==> config.mk <==
export PLATFORM = sky130hd
export DESIGN_NAME = csa_resolve
export DESIGN_NICKNAME = d
export VERILOG_FILES = /design/src/rtl/csa_resolve.sv
export SDC_FILE = /design/constraint.sdc
export NUM_CORES = 1
export LEC_CHECK = 0
export ABC_AREA = 0
export CORE_MARGIN = 5
export CORE_UTILIZATION = 53
export DETAILED_ROUTE_END_ITERATION = 8
export PLACE_DENSITY = 0.88
export SLEW_MARGIN = 20
export SYNTH_ARGS = -nofsm -noshare
export SYNTH_HDL_FRONTEND = slang
export SYNTH_SLANG_ARGS = --single-unit
==> constraint.sdc <==
create_clock -name clk -period 4.4 [get_ports clk]
set_clock_uncertainty 0.1 [all_clocks]
set_input_delay 1.1 -clock clk [delete_from_list [all_inputs] [get_ports clk]]
set_output_delay 1.1 -clock clk [all_outputs]
set_load 0.1 [all_outputs]
==> src/rtl/csa_resolve.sv <==
// Resolves a carry-save pair (ps, pc) into a binary sum, CHUNK bits per cycle.
// Handshake: IDLE accepts, BUSY ripples chunks through a narrow adder, DONE holds until consumed.
module csa_resolve #(
  parameter int WIDTH = 8,
  parameter int CHUNK = 4
) (
  input  logic             clk,
  input  logic             rst,
  input  logic             in_valid,
  output logic             in_ready,
  input  logic [WIDTH-1:0] ps,
  input  logic [WIDTH-1:0] pc,
  output logic             out_valid,
  input  logic             out_ready,
  output logic [WIDTH+1:0] sum,
  output logic             busy
);

  localparam int NCH = (WIDTH + CHUNK) / CHUNK;
  localparam int PW  = NCH * CHUNK;
  localparam int SW  = WIDTH + 2;
  localparam int CW  = (NCH > 1) ? $clog2(NCH) : 1;

  typedef enum logic [1:0] {
    S_IDLE = 2'd0,
    S_BUSY = 2'd1,
    S_DONE = 2'd2
  } state_t;

  state_t          r_state;
  state_t          w_stateNext;

  logic [PW-1:0]   r_a;
  logic [PW-1:0]   r_b;
  logic [CW-1:0]   r_idx;
  logic            r_carry;
  logic [SW-1:0]   r_sum;

  logic [CHUNK-1:0] w_aChunk;
  logic [CHUNK-1:0] w_bChunk;
  logic [CHUNK-1:0] w_chunkSum;
  logic [CHUNK:0]   w_ripple;
  logic [SW-1:0]    w_sumNext;
  logic             w_last;

  assign w_last = (int'(r_idx) == NCH - 1);

  // Pick the operand slice for the chunk currently being resolved.
  always_comb begin
    w_aChunk = '0;
    w_bChunk = '0;
    for (int k = 0; k < NCH; k++) begin
      if (k == int'(r_idx)) begin
        w_aChunk = r_a[k*CHUNK +: CHUNK];
        w_bChunk = r_b[k*CHUNK +: CHUNK];
      end
    end
  end

  always_comb begin
    w_chunkSum  = '0;
    w_ripple    = '0;
    w_ripple[0] = r_carry;
    for (int j = 0; j < CHUNK; j++) begin
      w_chunkSum[j]  = w_aChunk[j] ^ w_bChunk[j] ^ w_ripple[j];
      w_ripple[j+1]  = (w_aChunk[j] & w_bChunk[j]) |
                       (w_ripple[j] & (w_aChunk[j] ^ w_bChunk[j]));
    end
  end

  // When the padded operand width is exactly WIDTH+1, the final carry-out is the sum MSB.
  always_comb begin
    w_sumNext = r_sum;
    for (int i = 0; i < SW; i++) begin
      if (i / CHUNK == int'(r_idx)) begin
        w_sumNext[i] = w_chunkSum[i % CHUNK];
      end else if (i == PW && w_last) begin
        w_sumNext[i] = w_ripple[CHUNK];
      end
    end
  end

  always_ff @(posedge clk or posedge rst) begin
    if (rst) begin
      r_state <= S_IDLE;
    end else begin
      r_state <= w_stateNext;
    end
  end

  always_comb begin
    w_stateNext = r_state;
    in_ready    = 1'b0;
    out_valid   = 1'b0;
    busy        = 1'b0;
    case (r_state)
      S_IDLE: begin
        in_ready = 1'b1;
        if (in_valid) w_stateNext = S_BUSY;
      end
      S_BUSY: begin
        busy = 1'b1;
        if (w_last) w_stateNext = S_DONE;
      end
      S_DONE: begin
        out_valid = 1'b1;
        if (out_ready) w_stateNext = S_IDLE;
      end
      default: w_stateNext = S_IDLE;
    endcase
  end

  always_ff @(posedge clk or posedge rst) begin
    if (rst) begin
      r_a     <= '0;
      r_b     <= '0;
      r_idx   <= '0;
      r_carry <= 1'b0;
      r_sum   <= '0;
    end else begin
      case (r_state)
        S_IDLE: begin
          if (in_valid) begin
            r_a     <= PW'({1'b0, ps});
            r_b     <= PW'({pc, 1'b0});
            r_idx   <= '0;
            r_carry <= 1'b0;
          end
        end
        S_BUSY: begin
          r_sum   <= w_sumNext;
          r_carry <= w_ripple[CHUNK];
          r_idx   <= w_last ? '0 : r_idx + CW'(1);
        end
        default: ;
      endcase
    end
  end

  assign sum = r_sum;

endmodule
==> results_dict.tcl, run 1 <==
set metrics [dict create \
    fillers 225 \
    wl_um 2673 \
    htreeDepth 2 \
    r2r_start "r_idx[0]" \
    reg2reg_depth 9 \
    n_antenna_cell 0 \
    min_period_over_period_pct 78.69 \
    rrSetupSlack_ns 1.32 \
    cts_made_buffers 5 \
    coreArea_um2 2758 \
    grt_overflow 0 \
    ios 33 \
    drc_errors 0 \
    path_buf_inv 1 \
    status "finished clean" \
    hold_violations 0 \
    min_to "sum[5]" \
    cts_sinks 31 \
    synth_top_area_share_pct 50.78 \
    drtIter0Drc 25 \
    cp.required_ns 3.20 \
    setup_viol 0 \
    layout_common_cells "clkdlybuf4s50_1, dfrtp_1, mux2i_1" \
    slowest_delay_ns 1.15 \
    ys_types 23 \
    slowest_stage "clkdlybuf4s50_1" \
    syn_inst 110 \
    io_buffers 32 \
    reg2reg_to "sum[3]" \
    min_path_type "flip-flop to flip-flop" \
    worst_pin_slew_ns 0.9702 \
    path_cells "nor2b_1 > clkdlybuf4s50_1" \
    num_vias 935 \
    drive_gt1_share_pct 24.83 \
    grt_start_max_net_pins 32 \
    clockBufferDepth 2 \
    routedWlPerCell_um 15.19 \
    fin_crit_ns 3.462 \
    initial_core_util_pct 55.40 \
    worstPathArrival_ns 2.26 \
    hold_depth 1 \
    cp-start-kind "flip-flop" \
    yosysWarnings 0 \
    nets 168 \
    netlist_area_um2 1528 \
    die_h_um 63.69 \
    hp-start "sum[5]" \
    grt_usage_pct 15.65 \
    grt_pass1_vias 1030 \
    ant_nets 0 \
    clkTransAtPathRegs_ns 0.10 \
    cts_resized 0 \
    cp_max_fo 8 \
    antenna_found_initial 0 \
    die-area_um2 4056 \
    place.gp.congestion 0.7867 \
    tns_ns 0 \
    rsz0062_at_grt "false" \
    hpwl_um 2014 \
    routed_via_density 5.313 \
    synth_area_leaders "dfrtp_1, mux2_4, mux2i_1" \
    synth-seq-cells 31 \
    clock_latency_ns 0.33 \
    max_freq_mhz 288.8 \
    row_count 19 \
    synth.avg_cell_area_um2 13.89 \
    die_w_um 63.69 \
    multi_input_area_um2 655.6 \
    final_common_cell "clkdlybuf4s50_1" \
    dr.pass1.iters 4 \
    synth_top_cell_by_area "dfrtp_1" \
    postCtsHoldBufs 0 \
    yosysSeqAreaShare_pct 50.78 \
    cp-end-kind "primary output" \
    cpLargestDelayFamily "buffers and inverters" \
    grt_pass1_wl_um 4823 \
    synthToLayoutAreaGrowth_pct 25.39 \
    drv_cap 0 \
    cts_tree "done" \
    synth.net_count 134 \
    post_cts_buffers 0 \
    layout.area.seq_um2 775.7 \
    slew_viol_final 0 \
    maxSlewHeadroom_pct 35.12 \
    root_buffer "clkbuf_4" \
    path_class "flip-flop to primary output" \
]
## sequential cells by signal, indices dropped and copies added, names as in the netlist
name,count
r_a,8
r_idx,2
r_carry,1
r_b,8
r_state,2
sum,10
## cell usage after synthesis
cell type / instances
a21o_1: 3
a21oi_1: 2
a22o_1: 1
and3b_1: 1
and4bb_2: 1
buf_2: 2
buf_4: 1
buf_6: 1
buf_8: 1
clkbuf_1: 1
dfrtp_1: 31
fa_1: 4
inv_1: 13
mux2_2: 9
mux2_4: 10
mux2i_1: 14
nor2_1: 3
nor2b_1: 3
nor3b_4: 1
nor4b_4: 1
nor4bb_1: 1
o21bai_1: 1
or2_2: 5
## per-layer routing
metal  vias up  wire [um]  GRT usage, %
met5         -          0             0
met4         0         66         7.792
met3         6        193         7.815
met2        30       1283         24.24
met1       467       1129         17.71
li1        432          -             -
## worst max-delay path by stage
stage / from / endpoint / slack [ns] / depth (start not counted)
detailed placement: r_state[1] / out_valid / 1.30 / 2
global route: r_state[1] / out_valid / 0.83 / 2
floorplan: r_state[0] / out_valid / 1.33 / 2
finish: r_state[1] / out_valid / 0.94 / 2
CTS: r_state[1] / out_valid / 0.91 / 2
global placement: r_state[1] / out_valid / 1.36 / 2
## cell type report
class                      instances  area share (%)
tap                               31           2.025
inverter                          13           2.547
multi-input combinational         60           34.23
clock buffer                       8           3.592
timing repair buffer              33           17.11
sequential                        31           40.50
## metrics by stage
step                setup slack [ns]  std cells  util, %  hold WS, ns  instance area [um2]
floorplan                      1.330        110        -       0.3661                 1528
global placement               1.360        168    66.97       0.3906                 1847
detailed placement             1.304        168    66.97       0.3952                 1847
CTS                           0.9112        176    69.46       0.4162                 1916
global route                  0.8277        176    69.46       0.4248                 1916
finish                        0.9377        176    69.46       0.4110                 1916
## logic make-up (layout without fill, tap and decap cells)
logic type,Yosys count,count (layout),share of synthesized area [%]
muxes,33,33,25.63
DFF,31,31,50.78
adders and majority gates,4,4,5.242
AOI/OAI and AO/OA,7,7,3.194
buffers and inverters,19,54,6.306
and+or+nand+nor,16,16,8.845
Power of run 1 is left out: the tool's default activity adds up to more than one toggle a clock period on the data nets, which glitch-free logic cannot reach.
==> inputs of run 2 (changes only) <==
- CORE_UTILIZATION: 53 -> 50
- PLACE_DENSITY: 0.88 -> 0.84
- clock period: 4.4 -> 3.3 ns (I/O delays scaled with it)
==> run 2 against run 1 <==
Net effect: via count fell by 1.8%; first-iteration DRC count fell by 36%; critical path depth rose by 7; global-route usage fell by 0.67 points; worst setup slack got worse by 0.38 ns; largest cell class unchanged.
==> results_dict.tcl, run 2 (synthesis results as in run 1) <==
set metrics [dict create \
    io_buffers 32 \
    grt_pass1_vias 1003 \
    cts_made_buffers 5 \
    cts_resized 0 \
    min_path_type "flip-flop to flip-flop" \
    ant_nets 0 \
    grt_usage_pct 14.99 \
    die_w_um 65.28 \
    initial_core_util_pct 50.87 \
    worst_pin_slew_ns 0.4594 \
    path_cells "nor2b_1 > a21oi_1 > fa_1 > inv_1 > fa_1 > inv_1 > fa_1 > fa_1 > mux2i_1" \
    hpwl_um 2056 \
    htreeDepth 2 \
    cp.required_ns 3.40 \
    slowest_stage "dfrtp_1" \
    drv_cap 0 \
    slowest_delay_ns 0.57 \
    postCtsHoldBufs 0 \
    cp_max_fo 13 \
    num_vias 918 \
    hold_violations 0 \
    fillers 253 \
    ios 33 \
    root_buffer "clkbuf_4" \
    drtIter0Drc 16 \
    cp-end-kind "flip-flop" \
    layout_common_cells "dfrtp_1, clkdlybuf4s50_1, buf_4" \
    cpLargestDelayFamily "adder cells" \
    routed_via_density 5.072 \
    synthToLayoutAreaGrowth_pct 24.90 \
    clockBufferDepth 2 \
    drc_errors 0 \
    maxSlewHeadroom_pct 69.24 \
    tns_ns 0 \
    worstPathArrival_ns 2.85 \
    path_class "flip-flop to flip-flop" \
    rsz0062_at_grt "false" \
    cp-start-kind "flip-flop" \
    wl_um 2684 \
    setup_viol 0 \
    grt_overflow 0 \
    largest_register_ffs 10 \
    die_h_um 65.28 \
    cpMostUsedCell "fa_1" \
    max_freq_mhz 364.1 \
    clock_latency_ns 0.32 \
    grt_pass1_wl_um 4754 \
    n_antenna_cell 0 \
    final_common_cell "dfrtp_1" \
    dr.pass1.iters 2 \
    slew_viol_final 0 \
    clkTransAtPathRegs_ns 0.09 \
    utilization_pct 63.54 \
    antenna_found_initial 0 \
    status "finished clean" \
    nets 171 \
    post_cts_buffers 0 \
    row_count 20 \
    drive_gt1_share_pct 34.46 \
    die-area_um2 4261 \
    fin_crit_ns 2.747 \
    place.gp.congestion 0.7970 \
    path_buf_inv 2 \
    coreArea_um2 3003 \
    cts_tree "done" \
    min_period_over_period_pct 83.24 \
    routedWlPerCell_um 14.83 \
    grt_start_max_net_pins 32 \
    cts_sinks 31 \
    whs_ns 0.4222 \
]
==> run 2: cell count changes in the layout (fill, tap and decap cells not counted) <==
cell	previous run	this run
inv_1	12	13
buf_4	1	17
clkdlybuf4s50_1	32	19
inv_2	1	0
==> run 2: path summary, 6_finish.rpt <==
kind | from | endpoint | slack [ns] | cells after the start
max in group asynchronous | rst | r_b[3] | 2.05 | 3
worst min register to register | r_a[7] | r_a[7] | 0.42 | 1
worst max-delay path | r_idx[1] | sum[3] | 0.55 | 9
worst max register to register | r_idx[1] | sum[3] | 0.55 | 9
min in group asynchronous | rst | r_b[7] | 0.77 | 3
worst min-delay path | r_a[7] | r_a[7] | 0.42 | 1
==> run 2: stage by stage <==
step           worst slack, ns  instance area, um2  instances
6_report                0.5532                1908        181
5_1_grt                 0.3445                1908        181
4_1_cts                 0.5430                1908        181
3_5_place_dp            0.5594                1839        173
3_3_place_gp            0.6388                1839        173
2_1_floorplan           0.5017                1528        110
==> run 2: worst reg2reg max path, stage by stage, from the launching register on <==
cell,delay (ns)
dfrtp_1,0.57
nor2b_1,0.24
a21oi_1,0.11
fa_1,0.37
inv_1,0.08
fa_1,0.15
inv_1,0.05
fa_1,0.37
fa_1,0.51
mux2i_1,0.07
==> run 2: final cells by class <==
cell class | instances | area [um2] | area share (%)
tap | 33 | 41.29 | 2.164
inverter | 13 | 48.80 | 2.557
clock buffer | 8 | 68.82 | 3.607
timing repair buffer | 36 | 317.8 | 16.66
multi-input combinational | 60 | 655.6 | 34.36
sequential | 31 | 775.7 | 40.66
==> run 2: layer usage <==
metal	vias to the layer above	GRT usage, %	share of wire [%]
met3	5	6.154	5.9
met4	0	4.663	0.82
met1	442	19.11	46
met5	-	0	0
li1	440	-	-
met2	31	23.26	47
Power of run 2 is left out for the same reason.
==> inputs of run 3 (changes only) <==
- CORE_UTILIZATION: 50 -> 45
- PLACE_DENSITY: 0.84 -> 0.8
- clock period: 3.3 -> 2.3 ns (I/O delays scaled with it)
==> run 3 against run 2 <==
Net effect: the flow now finishes with violations (setup timing); cell count is 9.9% higher; core utilization is 2.4 points lower; via count is 3.4% higher; critical endpoint is now sum[7]; sequential share of layout area is 2.4 points lower; maximum frequency is 7.6% higher; die area is 9.4% higher; non-clock buffer count is 7 higher.
==> results_dict.tcl, run 3 (synthesis results as in run 1) <==
set metrics [dict create \
    hold_violations 0 \
    whs_ns 0.4137 \
    initial_core_util_pct 46.15 \
    reg2reg_depth 9 \
    min_path_type "flip-flop to flip-flop" \
    fin_ws_ns -0.2529 \
    stdcell_area_um2 2026 \
    routed_via_density 4.769 \
    reg2reg_to "sum[7]" \
    die-area_um2 4660 \
    path_buf_inv 2 \
    min_period_over_period_pct 111.0 \
    final_common_cell "dfrtp_1" \
    ios 33 \
    coreArea_um2 3311 \
    worstPathArrival_ns 2.66 \
    ant_nets 0 \
    routedWlPerCell_um 14.84 \
    grt_usage_pct 15.45 \
    r2r_start "r_idx[0]" \
    hpwl_um 2325 \
    grt_pass1_wl_um 5106 \
    wl_um 2954 \
    dr.pass1.iters 3 \
    post_cts_buffers 0 \
    largest_register_ffs 10 \
    crit_start "r_idx[0]" \
    setup_viol 3 \
    cp_max_fo 3 \
    maxSlewHeadroom_pct 74.63 \
    clockBufferDepth 2 \
    cp-end-kind "flip-flop" \
    rsz0062_at_grt "true" \
    cts_tree "done" \
    die_w_um 68.27 \
    status "complete, but fails checks" \
    cts_made_buffers 5 \
    slowest_stage "fa_1" \
    grt_pass1_vias 1103 \
    cp.required_ns 2.40 \
    row_count 21 \
    cts_sinks 31 \
    num_vias 949 \
    cp-endpoint "sum[7]" \
    tns_ns -0.6385 \
    drtIter0Drc 49 \
    postCtsHoldBufs 0 \
    slew_viol_final 0 \
    clock_latency_ns 0.32 \
    drv_cap 0 \
    synthToLayoutAreaGrowth_pct 32.60 \
    path_class "flip-flop to flip-flop" \
    rrSetupSlack_ns -0.25 \
    grt_start_max_net_pins 32 \
    grt_overflow 0 \
    place_area_um2 1973 \
    max_freq_mhz 391.7 \
    root_buffer "clkbuf_4" \
    layout_common_cells "dfrtp_1, buf_4, clkdlybuf4s50_1" \
    cp_num_cells 9 \
    fin_crit_ns 2.553 \
    io_buffers 32 \
    cp-start-kind "flip-flop" \
    slowest_delay_ns 0.53 \
    cpLargestDelayFamily "adder cells" \
    nets 178 \
    antenna_found_initial 0 \
    fillers 297 \
    clkTransAtPathRegs_ns 0.08 \
    drive_gt1_share_pct 42.48 \
    drc_errors 0 \
    n_antenna_cell 0 \
    die_h_um 68.27 \
    violations "setup timing" \
    place.gp.congestion 0.7824 \
    htreeDepth 2 \
    path_cells "mux2i_1 > or2_4 > fa_2 > inv_2 > fa_1 > inv_2 > fa_2 > fa_1 > mux2i_1" \
    worst_pin_slew_ns 0.3754 \
]
==> run 3: final cells by class <==
class                      count  area [um2]  area share (%)
multi-input combinational     60       681.9           33.66
tap                           46       57.56           2.841
clock buffer                   6       41.29           2.038
timing repair buffer          43       420.4           20.75
inverter                      13       48.80           2.409
sequential                    31       775.7           38.30
==> run 3: repair_timing <==
action,CTS,global route
endpoints found under the setup margin,5,5
cloned,0,0
pin swaps,3,0
gates resized for setup,2,2
==> run 3: how the worst min path moves through the flow <==
| stage | endpoint | depth (start not counted) | startpoint |
|---|---|---|---|
| after floorplan | r_carry | 1 | r_carry |
| after global placement | r_carry | 1 | r_carry |
| after detailed placement | r_a[6] | 1 | r_a[6] |
| after CTS | r_a[6] | 1 | r_a[6] |
| after global routing | r_carry | 1 | r_carry |
| final | r_a[6] | 1 | r_a[6] |
==> run 3: through the flow <==
step / cells / utilization (%) / worst slack, ns
finish: 199 / 61.19 / -0.2529
global route: 199 / 61.19 / -0.3593
CTS: 199 / 61.04 / -0.2613
detailed placement: 193 / 59.60 / -0.3135
global placement: 193 / 59.60 / -0.2318
floorplan: 110 / - / -0.3952
==> run 3: layer usage <==
layer / global-route usage, % / vias to the layer above / share of wire, % / routed length (um)
li1: - / 453 / - / -
met1: 17.87 / 456 / 44 / 1300
met2: 26.11 / 32 / 48 / 1414
met3: 4.433 / 8 / 6.2 / 182
met4: 7.444 / 0 / 1.9 / 57
met5: 0 / - / 0 / 0
Power of run 3 is left out for the same reason.
